<file path="src/rtl/pkt_gap_meter.sv">
// Pass-through pipeline stage that forwards words with one cycle of latency,
// delineates packets from ctrl and records SOP-to-SOP gap statistics.
module pkt_gap_meter #(
    parameter int DATA_WIDTH = 64,
    parameter int CTRL_WIDTH = 8,
    parameter int CNT_WIDTH  = 32
) (
    input  logic                  clk,
    input  logic                  reset,
    input  logic [DATA_WIDTH-1:0] in_data,
    input  logic [CTRL_WIDTH-1:0] in_ctrl,
    input  logic                  in_wr,
    output logic                  in_rdy,
    output logic [DATA_WIDTH-1:0] out_data,
    output logic [CTRL_WIDTH-1:0] out_ctrl,
    output logic                  out_wr,
    input  logic                  out_rdy,
    input  logic                  stats_clear,
    output logic [CNT_WIDTH-1:0]  pkt_count,
    output logic [CNT_WIDTH-1:0]  last_gap,
    output logic [CNT_WIDTH-1:0]  min_gap,
    output logic [CNT_WIDTH-1:0]  max_gap,
    output logic                  gap_valid
);

    typedef enum logic [1:0] {
        IDLE    = 2'd0,
        MOD_HDR = 2'd1,
        PAYLOAD = 2'd2
    } state_t;

    state_t                state;
    state_t                state_next;
    logic                  sop;
    logic                  ctrl_nz;
    logic [CNT_WIDTH-1:0]  timebase;
    logic [CNT_WIDTH-1:0]  last_sop;
    logic                  have_ref;
    logic [CNT_WIDTH-1:0]  gap;

    // Upstream is only allowed to write while downstream can take the word,
    // so the stage never needs to buffer or stall.
    assign in_rdy  = out_rdy;
    assign ctrl_nz = (in_ctrl != '0);
    assign gap     = timebase - last_sop;

    always_ff @(posedge clk or posedge reset) begin
        if (reset) begin
            out_data <= '0;
            out_ctrl <= '0;
            out_wr   <= 1'b0;
        end else begin
            out_wr <= in_wr;
            if (in_wr) begin
                out_data <= in_data;
                out_ctrl <= in_ctrl;
            end
        end
    end

    always_ff @(posedge clk or posedge reset) begin
        if (reset) begin
            timebase <= '0;
        end else begin
            timebase <= timebase + 1'b1;
        end
    end

    always_ff @(posedge clk or posedge reset) begin
        if (reset) begin
            state <= IDLE;
        end else begin
            state <= state_next;
        end
    end

    always_comb begin
        state_next = state;
        sop        = 1'b0;
        if (in_wr) begin
            case (state)
                IDLE: begin
                    if (ctrl_nz) begin
                        state_next = MOD_HDR;
                        sop        = 1'b1;
                    end
                end
                MOD_HDR: begin
                    if (!ctrl_nz) state_next = PAYLOAD;
                end
                PAYLOAD: begin
                    if (ctrl_nz) state_next = IDLE;
                end
                default: state_next = IDLE;
            endcase
        end
    end

    // A clear that lands on an SOP wins, but that SOP still becomes the
    // reference point and the first counted packet of the new epoch.
    always_ff @(posedge clk or posedge reset) begin
        if (reset) begin
            pkt_count <= '0;
            last_gap  <= '0;
            min_gap   <= '1;
            max_gap   <= '0;
            gap_valid <= 1'b0;
            last_sop  <= '0;
            have_ref  <= 1'b0;
        end else if (stats_clear) begin
            last_gap  <= '0;
            min_gap   <= '1;
            max_gap   <= '0;
            gap_valid <= 1'b0;
            if (sop) begin
                pkt_count <= {{(CNT_WIDTH-1){1'b0}}, 1'b1};
                last_sop  <= timebase;
                have_ref  <= 1'b1;
            end else begin
                pkt_count <= '0;
                last_sop  <= '0;
                have_ref  <= 1'b0;
            end
        end else if (sop) begin
            if (pkt_count != '1) pkt_count <= pkt_count + 1'b1;
            if (have_ref) begin
                last_gap  <= gap;
                gap_valid <= 1'b1;
                if (gap < min_gap) min_gap <= gap;
                if (gap > max_gap) max_gap <= gap;
            end
            last_sop <= timebase;
            have_ref <= 1'b1;
        end
    end

endmodule

</file>
<file path="config.mk">
export PLATFORM = sky130hd
export DESIGN_NAME = pkt_gap_meter
export DESIGN_NICKNAME = d
export VERILOG_FILES = /design/src/rtl/pkt_gap_meter.sv
export SDC_FILE = /design/constraint.sdc
export NUM_CORES = 1
export LEC_CHECK = 0
export CAP_MARGIN = 20
export CORE_MARGIN = 2
export CORE_UTILIZATION = 53
export DETAILED_ROUTE_END_ITERATION = 8
export PLACE_DENSITY = 0.81
export SETUP_SLACK_MARGIN = 0.02
export SKIP_CTS_REPAIR_TIMING = 1
export SLEW_MARGIN = 20
export SYNTH_ARGS = -nofsm -noshare
export SYNTH_HDL_FRONTEND = slang
export SYNTH_SLANG_ARGS = --single-unit
</file>
<file path="constraint.sdc">
create_clock -name clk -period 13 [get_ports clk]
set_clock_uncertainty 0.2 [all_clocks]
set_input_delay 3.9 -clock clk [delete_from_list [all_inputs] [get_ports clk]]
set_output_delay 3.9 -clock clk [all_outputs]
set_load 0.03 [all_outputs]
</file>
# ---- Yosys cells after proc, flatten, opt, wreduce, memory -nomap -nowiden
# Index checks and enable logic that the tools add are counted.
dict set report word_totals {
  in_bits 77
  ff_bits 269
  wordCells 66
}
dict set report classes {
  magnitude_cmp 2
  addsub 3
  n_eq_ne 6
  reduce_logical 12
  muxes 31
}
# operator n
set ops {}
lappend ops {{2-to-1 mux 32 bit} 17}
lappend ops {{adder 32 x 1 -> 32 bit (second input constant)} 2}
lappend ops {{greater-than comparator 32 bit} 1}
lappend ops {{less-than comparator 32 bit} 1}
lappend ops {{inequality test 32 bit (second input constant)} 1}
lappend ops {{subtractor 32 bit} 1}
lappend ops {{2-to-1 mux 1 bit} 10}
lappend ops {{nonzero test 2 bit} 5}
lappend ops {{nonzero test 8 bit} 1}
lappend ops {{2-to-1 mux 2 bit} 3}
lappend ops {{inequality test 2 bit (second input constant)} 3}
lappend ops {{one-hot mux 2 bit (3 select lines)} 1}
lappend ops {{AND reduction 3 bit} 2}
lappend ops {{AND reduction 2 bit} 2}
lappend ops {{AND reduction 4 bit} 1}
lappend ops {{== test 2 x 1 -> 1 bit (second input constant)} 1}
lappend ops {{== test 2 bit (second input constant)} 1}
lappend ops {{zero test 2 bit} 1}

# ---- Depth between registers and ports, before layout
dict set report depth {
  ltp_word 6
  depth_mapped 23
  mapped_depth_nobuf 21
}

# ---- Least setup slack after synthesis
# No wires, ideal clock.
dict set report synth_path {
  path_type {in2out}
  start {input out_rdy}
  end {output in_rdy}
  path_slack_ns 4.855
  stages 1
  required_ns 8.900
  arrival_time_ns 4.045
  path_cell_list {buf_4}
}
# item line_no
set synth_lines {}
lappend synth_lines {{start: declaration} 17} ;# input logic out_rdy,
lappend synth_lines {{end: declaration} 13} ;# output logic in_rdy,
# No word-level cell between the ends.

# ---- Worst setup path after layout
dict set report layout_path {
  start {input out_rdy}
  end {output in_rdy}
}
# No word-level cell between the ends.

==> results.py <==
metrics = {
    "outcome": {
        "outcome": "completed",
    },
    "job": {
        "drv_cap": 0,
    },
    "yosys": {
        "yosys_register_bits": 269,
        "muxShareOfSynthArea_pct": 8.21,
        "synth_edf_count": 0,
        "synthTopCellsByCount": "dfrtp_1 (237), nand2_1 (181), inv_1 (117)",
        "synth_adder_area_share_pct": 8.49,
        "syn_inst": 1445,
        "synth_fp_nets": 1619,
        "synth_xor_xnor_area_share_pct": 4.93,
        "synth.most_common_cell": "dfrtp_1",
        "ys_warn_count": 0,
        "synth_top_family_by_area": "simple AND/OR/NAND/NOR gates",
        "netlist_area_um2": 14400,
        "yosys.area_share.simple_pct": 13.8,
        "synth_ff_type": "dfrtp_1",
        "synth_compound_area_share_pct": 12.6,
        "yosys-top-cells-area": "dfrtp_1 (41%), ha_1 (8.4%), dfstp_2 (5.8%)",
        "synth_cell_types": 71,
        "synth.largest_area_cell": "dfrtp_1",
        "synth.yosys.seq_area_share_pct": 47.1,
        "async_flop_share_pct": 100,
        "synth.avg_cell_area_um2": 9.96,
        "yosysTopAreaCellShare_pct": 41.2,
    },
    "hold_path": {
        "min_path_type": "reg2reg",
    },
    "route": {
        "drtPass1Iterations": 5,
        "wirelength_um": 37900,
        "drtIter0Drc": 908,
        "num_vias": 11800,
        "wl_per_cell_um": 18.2,
        "ant_nets": 0,
        "remaining_drc_errors": 0,
        "vias_per_cell": 5.69,
    },
    "cells_and_area": {
        "area_growth_pct": 28.8,
        "multiInputGateArea_um2": 6920,
        "stdcell_area_um2": 18500,
        "drive_gt1_share_pct": 10.8,
        "final_cells": 2075,
        "seqCellArea_um2": 6770,
        "fillCellCount": 1964,
        "nets": 1888,
        "antenna_cells": 0,
        "utilization_pct": 69.1,
    },
    "clock_tree": {
        "clock_path_buffers": 3,
        "htreeDepth": 1,
        "cts_tree": "done",
        "numCtsBuffers": 29,
        "cts_root_buf": "clkbuf_16",
        "clk_latency_ns": 0.54,
        "clkSinkCount": 269,
        "path_clk_slew_ns": 0.06,
    },
    "floorplan": {
        "core_area_um2": 26800,
        "start_util_pct": 53.7,
        "die-height_um": 169,
        "rows": 60,
        "die_area_um2": 28500,
        "die_w_um": 169,
        "num_io_pins": 280,
    },
    "power": {
        "swShare_pct": 26.0,
        "power_density_nw_per_um2": 114,
        "p_int_mw": 1.57,
        "p_leak_nw": 8.46,
        "comb_power_share_pct": 16.3,
        "seq_power_share_pct": 42.1,
        "clockPowerShare_pct": 41.6,
        "p_switching_mw": 0.551,
        "ir_worst_vdd_mv": 0.0962,
        "p_total_mw": 2.12,
    },
    "critical_path": {
        "worstPathRequired_ns": 8.90,
        "path_class": "in2out",
        "critPathLaunchType": "input port",
        "endpoint_kind": "output port",
        "cp_max_fo": 1,
        "arrival_ns": 3.90,
    },
    "placement": {
        "place_area_um2": 17500,
        "dpl.hpwl_um": 26800,
        "place_congestion": 0.900,
        "portBuffers": 277,
        "placed_cells": 2024,
    },
    "sta": {
        "setup_viol": 0,
        "period_needed_ns": 8.00,
        "worst_pin_slew_ns": 1.03,
        "grt_setup_unrepaired": "false",
        "relSlewSlack_pct": 31.6,
        "drv_slew": 0,
        "hold_viol": 0,
        "fmax_ghz": 0.125,
        "fin_crit_sh_pct": 61.5,
        "tns_ns": 0,
    },
    "grt": {
        "grt_pass1_wl_um": 60800,
        "grt_remaining_overflow": 0,
        "grt_pass1_vias": 11700,
        "grt_max_degree": 156,
        "antenna_found_initial": 0,
        "grt_usage_pct": 26.1,
    },
}
-- sequential cells by signal, summed over array words and instances, names as in the netlist --
register,count
gap_valid,1
have_ref,1
last_gap,32
last_sop,32
max_gap,32
min_gap,32
out_ctrl,8
out_data,64
out_wr,1
pkt_count,32
state,2
timebase,32
-- per-stage QoR --
stage	setup WS [ns]	hold slack (ns)
after global routing	5.00	0.316
after floorplan	1.54	0.280
after CTS	5.00	0.308
final	5.00	0.306
after detailed placement	5.00	0.295
after global placement	5.00	0.281
-- path summary, 6_finish.rpt --
kind / from / end / slack, ns / cells past startpoint
worst max register to register: timebase[0] / max_gap[19] / 6.73 / 21
min in group asynchronous: reset / last_gap[28] / 3.69 / 2
max in group asynchronous: reset / last_sop[21] / 7.57 / 3
worst min-delay path: out_data[57] / out_data[57] / 0.31 / 1
worst max-delay path: out_rdy / in_rdy / 5.00 / 0
worst min register to register: out_data[57] / out_data[57] / 0.31 / 1
-- cells in the final DEF (no fill, tap or decap), types with 3 or more instances in the layout --
cell type,Yosys,routed
and2_1,4,3
a221oi_1,4,4
and3_1,14,14
mux2i_1,37,37
ha_1,96,96
nor3_1,20,20
clkinv_2,0,3
clkbuf_8,0,8
a21o_1,13,13
clkbuf_16,0,29
o31ai_1,36,36
dfstp_2,32,32
buf_4,2,19
and4_1,9,9
bufinv_16,0,5
clkdlybuf4s50_1,0,275
a311o_1,3,3
o21ai_0,53,53
o211ai_1,12,12
inv_1,117,116
nor2_1,89,89
xnor2_1,52,52
nand2b_1,6,6
nand2_1,181,181
o21a_1,9,8
o21bai_1,3,3
nand4_1,21,21
mux2_2,72,72
nor4_1,5,5
a211oi_1,20,20
clkbuf_1,46,5
or3_1,16,16
nor2b_1,9,9
nand3_1,42,42
dfrtp_1,237,237
xor2_1,29,29
a21oi_1,95,95
a31oi_1,9,9
-- final cells by class --
cell class / instances / share of cell area [%]
Multi-Input combinational cell: 998 / 37.3
Tap cell: 341 / 2.30
Inverter: 119 / 2.45
Timing Repair Buffer: 297 / 15.8
Sequential cell: 269 / 36.5
Clock buffer: 42 / 4.61
Clock inverter: 9 / 0.939
-- logic make-up (layout without fill, tap and decap cells) --
logic type | Yosys count | count (layout)
buffers and inverters | 178 | 467
flip-flops | 269 | 269
adder cells (fa/ha/maj) | 97 | 97
AO/OA/AOI/OAI | 281 | 281
AND/OR/NAND/NOR | 430 | 430
XOR/XNOR | 81 | 81
multiplexers | 109 | 109
-- layer usage --
layer	part of all wire [%]	GRT usage, %	wire length (µm)
met2	49	44.4	18500
met4	3.2	8.51	1230
met3	5.3	3.18	2000
met1	43	35.0	16200
met5	0	0	0
-- power by group through the flow --
stage               Sequential (mW)  Clock, mW  Combinational [mW]
finish                        0.891      0.882               0.345
global route                  0.895      0.933               0.370
CTS                           0.892      0.898               0.345
detailed placement            0.906          0               0.341
global placement              0.904          0               0.333
floorplan                     0.964          0               0.144
Note: power is estimated with default switching activity, not from simulation.
